==> src/rtl/pwm_pkg.sv <==
// rtl/pwm_pkg.sv - register map and shared constants for the PWM register bank
package pwm_pkg;

   localparam logic [6:0] ADDR_EN_LO   = 7'h00;
   localparam logic [6:0] ADDR_EN_HI   = 7'h01;
   localparam logic [6:0] ADDR_MODE_LO = 7'h02;
   localparam logic [6:0] ADDR_MODE_HI = 7'h03;
   localparam logic [6:0] ADDR_DUTY    = 7'h04;

   localparam int MAX_ADDR = 4;
   localparam int DUTY_W   = 8;

   // Per-pin drive: disabled pins are low, enabled static pins high, enabled PWM pins follow pwm.
   function automatic logic [7:0] pin_drive(input logic [7:0] en,
                                            input logic [7:0] mode,
                                            input logic       pwm);
      return en & (~mode | {8{pwm}});
   endfunction

endpackage

==> src/rtl/pwm_counter.sv <==
// rtl/pwm_counter.sv - prescaler, 8-bit PWM counter, period boundary and PWM waveform
module pwm_counter
   import pwm_pkg::*;
#(
   parameter int CLK_DIV = 12
) (
   input  logic              clk,
   input  logic              rst_n,
   input  logic [DUTY_W-1:0] duty_active_i,
   output logic              wrap_o,
   output logic              pwm_sig_o
);

   localparam int PRE_W = (CLK_DIV > 1) ? $clog2(CLK_DIV) : 1;

   logic [PRE_W-1:0] pre_q, pre_d;
   logic [7:0]       cnt_q, cnt_d;
   logic             tick;

   // With CLK_DIV == 1 pre_q stays 0 and the compare is always true, so tick is constant 1.
   assign tick   = (pre_q == PRE_W'(CLK_DIV - 1));
   assign wrap_o = tick && (cnt_q == 8'hFF);

   // Full duty is special-cased so that 255 yields a constant high rather than 255/256.
   assign pwm_sig_o = (duty_active_i == 8'hFF) || (cnt_q < duty_active_i);

   // Next-state for prescaler and counter; the counter wraps 255 -> 0 naturally.
   always_comb begin
      pre_d = pre_q + PRE_W'(1);
      cnt_d = cnt_q;
      if (tick) begin
         pre_d = '0;
         cnt_d = cnt_q + 8'd1;
      end
   end

   // Prescaler and counter registers; reset restarts the period from zero.
   always_ff @(posedge clk or negedge rst_n) begin
      if (!rst_n) begin
         pre_q <= '0;
         cnt_q <= '0;
      end else begin
         pre_q <= pre_d;
         cnt_q <= cnt_d;
      end
   end

endmodule

==> src/rtl/pwm_register_bank.sv <==
// rtl/pwm_register_bank.sv - register file, shadowed duty commit, write handshake and pin drive
module pwm_register_bank #(
   parameter int CLK_DIV  = 12,
   parameter int MAX_ADDR = pwm_pkg::MAX_ADDR
) (
   input  logic       clk,
   input  logic       rst_n,
   input  logic       wr_valid,
   input  logic [6:0] wr_addr,
   input  logic [7:0] wr_data,
   output logic       wr_ready,
   output logic [7:0] out_lo,
   output logic [7:0] out_hi,
   output logic       err_addr
);

   import pwm_pkg::*;

   logic [7:0]        en_lo_q, en_lo_d, en_hi_q, en_hi_d;
   logic [7:0]        mode_lo_q, mode_lo_d, mode_hi_q, mode_hi_d;
   logic [DUTY_W-1:0] duty_shadow_q, duty_shadow_d, duty_active_q, duty_active_d;
   logic              pend_q, pend_d;
   logic              err_q, err_d;
   logic [7:0]        out_lo_q, out_lo_d, out_hi_q, out_hi_d;
   logic              accept, bad_addr, wrap, pwm_sig;

   pwm_counter #(.CLK_DIV(CLK_DIV)) u_counter (
      .clk          (clk),
      .rst_n        (rst_n),
      .duty_active_i(duty_active_q),
      .wrap_o       (wrap),
      .pwm_sig_o    (pwm_sig)
   );

   // Stalling every address while a duty commit is pending keeps writes in order.
   assign wr_ready = !pend_q;
   assign accept   = wr_valid && !pend_q;
   assign bad_addr = (wr_addr > 7'(MAX_ADDR));

   assign out_lo   = out_lo_q;
   assign out_hi   = out_hi_q;
   assign err_addr = err_q;

   // Register decode, boundary commit of the shadow duty, and next pin values.
   always_comb begin
      en_lo_d       = en_lo_q;
      en_hi_d       = en_hi_q;
      mode_lo_d     = mode_lo_q;
      mode_hi_d     = mode_hi_q;
      duty_shadow_d = duty_shadow_q;
      duty_active_d = duty_active_q;
      pend_d        = pend_q;
      err_d         = accept && bad_addr;

      // A duty written on the wrap cycle itself only sees pend_q == 0 here, so it waits a period.
      if (wrap && pend_q) begin
         duty_active_d = duty_shadow_q;
         pend_d        = 1'b0;
      end

      if (accept && !bad_addr) begin
         case (wr_addr)
            ADDR_EN_LO:   en_lo_d   = wr_data;
            ADDR_EN_HI:   en_hi_d   = wr_data;
            ADDR_MODE_LO: mode_lo_d = wr_data;
            ADDR_MODE_HI: mode_hi_d = wr_data;
            ADDR_DUTY: begin
               duty_shadow_d = wr_data;
               pend_d        = 1'b1;
            end
            default: ;
         endcase
      end

      out_lo_d = pin_drive(en_lo_q, mode_lo_q, pwm_sig);
      out_hi_d = pin_drive(en_hi_q, mode_hi_q, pwm_sig);
   end

   // State registers; reset discards any pending duty and drives all pins low.
   always_ff @(posedge clk or negedge rst_n) begin
      if (!rst_n) begin
         en_lo_q       <= '0;
         en_hi_q       <= '0;
         mode_lo_q     <= '0;
         mode_hi_q     <= '0;
         duty_shadow_q <= '0;
         duty_active_q <= '0;
         pend_q        <= 1'b0;
         err_q         <= 1'b0;
         out_lo_q      <= '0;
         out_hi_q      <= '0;
      end else begin
         en_lo_q       <= en_lo_d;
         en_hi_q       <= en_hi_d;
         mode_lo_q     <= mode_lo_d;
         mode_hi_q     <= mode_hi_d;
         duty_shadow_q <= duty_shadow_d;
         duty_active_q <= duty_active_d;
         pend_q        <= pend_d;
         err_q         <= err_d;
         out_lo_q      <= out_lo_d;
         out_hi_q      <= out_hi_d;
      end
   end

endmodule

==> config.mk <==
export PLATFORM = sky130hd
export DESIGN_NAME = pwm_register_bank
export DESIGN_NICKNAME = d
export VERILOG_FILES = /design/src/rtl/pwm_pkg.sv /design/src/rtl/pwm_counter.sv /design/src/rtl/pwm_register_bank.sv
export SDC_FILE = /design/constraint.sdc
export NUM_CORES = 1
export LEC_CHECK = 0
export CAP_MARGIN = 20
export CELL_PAD_IN_SITES_DETAIL_PLACEMENT = 1
export CELL_PAD_IN_SITES_GLOBAL_PLACEMENT = 2
export CORE_MARGIN = 2
export CORE_UTILIZATION = 41
export CTS_BUF_LIST = sky130_fd_sc_hd__clkbuf_8
export CTS_CLUSTER_DIAMETER = 100
export CTS_CLUSTER_SIZE = 24
export DETAILED_ROUTE_END_ITERATION = 8
export GPL_TIMING_DRIVEN = 0
export PLACE_DENSITY = 0.87
export SLEW_MARGIN = 20
export SYNTH_ARGS = -nofsm -noshare
export SYNTH_HDL_FRONTEND = slang
export SYNTH_SLANG_ARGS = --single-unit
export TNS_END_PERCENT = 5
==> constraint.sdc <==
create_clock -name clk -period 2.2 [get_ports clk]
set_clock_uncertainty 0.05 [all_clocks]
set_input_delay 0.22 -clock clk [delete_from_list [all_inputs] [get_ports clk]]
set_output_delay 0.22 -clock clk [all_outputs]
set_load 0.02 [all_outputs]
==> flow_summary.ini <==
[logic_synthesis]
synth_seq_cells = 78
synth_area_sq_um = 3170
synth_top_cell_area_share_pct = 61.5
synth_ff_type = dfrtp_1
synth-async-reset-ratio_pct = 100
ys_types = 32
synth_common_cells = dfrtp_1 (78), mux2_2 (48), a21boi_0 (16), nand2_1 (10), ha_1 (9)
synthCells = 221
syn_nets = 248
ys_seq_area_share_pct = 61.5
synth_edf_count = 0
avgSynthCellArea_sq_um = 14.4
yosys.area.top_type = dfrtp_1
yosys_warnings = 0
yosysMostFrequentCell = dfrtp_1
ys_top_cells_by_area = dfrtp_1 (61%), mux2_2 (17%), a21boi_0 (3.8%)

[final_layout]
final_util_pct = 52.0
final_cells = 379
fin_area_sq_um = 3950
area_growth_syn_to_layout_pct = 24.6
drive_above_1_share_pct = 27.8
nets = 299
num_antenna_cells = 0

[grt]
grt_pass1_wl_microns = 10600
grt_overflow_total = 0
track_usage_pct = 16.6
grt_antenna_before_repair = 0
grt_pass1_vias = 2164
grt_max_degree = 54

[sta]
final-max-slew-violation-count = 0
rsz0062_at_grt = true
tns_ns = -0.516
fin_ws_ns = -0.0715
final-hold-violation-count = 0
setup_viol_count_final = 8
fin_crit_sh_pct = 103
max_slew.worst_pin.slew_ns = 0.557
slew_headroom_pct = 62.8
fmax_ghz = 0.440
period_minus_slack_ns = 2.27

[floorplanning]
design.die.area_sq_um = 8460
core-area_sq_um = 7610
rows = 32
io_pins = 36
dieWidth_microns = 92.0
die_y_microns = 92.0
initial_core_util_pct = 41.7

[placement]
place_hpwl_microns = 4340
portBuffers = 35
place_area_sq_um = 3680
pre_cts_ws_ns = -0.539
finalWeightedCongestion = 0.740
post-place-cells = 359

[critical_path]
endpoint_kind = flop
r2r_start = pend_q
startpoint_type = primary input
cp-endpoint = en_lo_q[1]
setup.worst_path.start = wr_addr[3]
crit_required_ns = 2.39
r2r_slack_ns = 0.11
reg2reg_depth = 5
cp_data_arrival_time_ns = 2.46
worstPathMaxFanout = 8
worst_r2r_endpoint = en_lo_q[1]
crit_type = primary input to flop

[route]
viasPerCell = 5.07
drc = 0
antenna_left = 0
wl_microns = 6380
drt_iter0_drc = 65
drt-pass1-iter-count = 3
num_vias = 1921
routedWlPerCell_microns = 16.8

[cts]
htree_levels = 3
cts_buffers = 9
cts.sinks = 78
path_clk_slew_ns = 0.08
cts_tree = built
cts_buffer_depth = 2
clock-root-buffer = clkbuf_8
insertion_delay_ns = 0.35

[status]
violations = negative setup slack
status = complete, but fails checks

[pwr]
power.density_nw_per_um2 = 656
p_leak_nw = 1.86
vdd_ir_drop_max_v = 0.000391

[flow_run]
max-cap-violations = 0

[worst_hold_path]
hold_class = primary input to asynchronous set/reset pin
[layout by cell type (no fill, tap or decap), drive strengths merged]
master         count
a2111oi            1
a21boi            16
a21o               1
a21oi              1
a41o               1
and3               2
and3b              1
and4               1
buf                6
bufinv             1
clkbuf            10
clkdlybuf4s50     34
clkinv             2
clkinvlp           2
dfrtp             78
dlygate4sd3        1
ha                 9
inv               10
mux2              49
nand2             10
nand2b             3
nand3              2
nand3b             1
nand4              6
nor2               9
nor2b              1
nor3               2
nor3b              2
o21a               1
o21ai              3
o32ai              1
or3                1
or4                1
xnor2              8
[per-stage QoR]
stage	total power [W]	hold slack [ns]
after floorplan	0.00147	-0.126
after global placement	0.00154	0.389
after detailed placement	0.00155	0.110
after CTS	0.00262	0.269
after global routing	0.00269	0.311
final	0.00259	0.286
[critical path, stage by stage]
cell and delay (ns):
clkdlybuf4s50_1 0.40, or4_4 0.55, or3_4 0.34, buf_6 0.15
nor3_4 0.40, mux2_2 0.39
[power by group]
part	switching, W	internal, W
logic	0.0000498	0.0000382
registers	0.000000771	0.00143
clock network	0.000543	0.000527
[sequential cells by signal, summed over array words and instances, names as in the netlist]
name             count
out_lo               8
pend_q               1
duty_active_q        8
u_counter.cnt_q      8
duty_shadow_q        8
mode_lo_q            8
out_hi               8
mode_hi_q            8
err_addr             1
u_counter.pre_q      4
en_lo_q              8
en_hi_q              8
[timing repair]
action,in CTS,in global routing
endpoints found under the setup margin,48,32
gates resized for setup,3,2
hold buffers,1,0
pin swaps,3,3
endpoints found under the hold margin,25,0
buffers inserted,2,1
[worst min-delay path by stage]
stage,endpoint,cells after the start,slack (ns)
after global placement,out_hi[5],1,0.39
final,pend_q,2,0.29
after detailed placement,u_counter.pre_q[3],1,0.11
after floorplan,duty_active_q[0],0,-0.13
after CTS,u_counter.pre_q[3],2,0.27
after global routing,pend_q,2,0.31
[area by class of cell]
cell class	instances	area [sq um]
Sequential cell	78	1950
Fill cell	767	3650
Clock buffer	9	124
Timing Repair Buffer	40	433
Inverter	8	30.0
Clock inverter	7	75.1
Buffer	2	16.3
Multi-Input combinational cell	133	1200
Tap cell	102	128
[kinds of logic (layout without fill, tap and decap cells)]
group	after synthesis	count (layout)	synth area share [%]
AND/OR/NAND/NOR	42	42	8.20
multiplexers	49	49	17.4
flip-flops	78	78	61.5
XOR/XNOR	8	8	2.21
buffers and inverters	10	66	1.42
AO/OA/AOI/OAI	25	25	5.75
adder cells (fa/ha/maj)	9	9	3.55
[per-layer routing]
layer | vias up | global-route usage (%) | share of wire (%)
li1 | 881 | - | -
met1 | 994 | 19.9 | 44
met2 | 34 | 28.4 | 51
met3 | 12 | 3.29 | 2.6
met4 | 0 | 8.21 | 2.3
met5 | - | 0 | 0
Power figures use the tool's default switching activity.
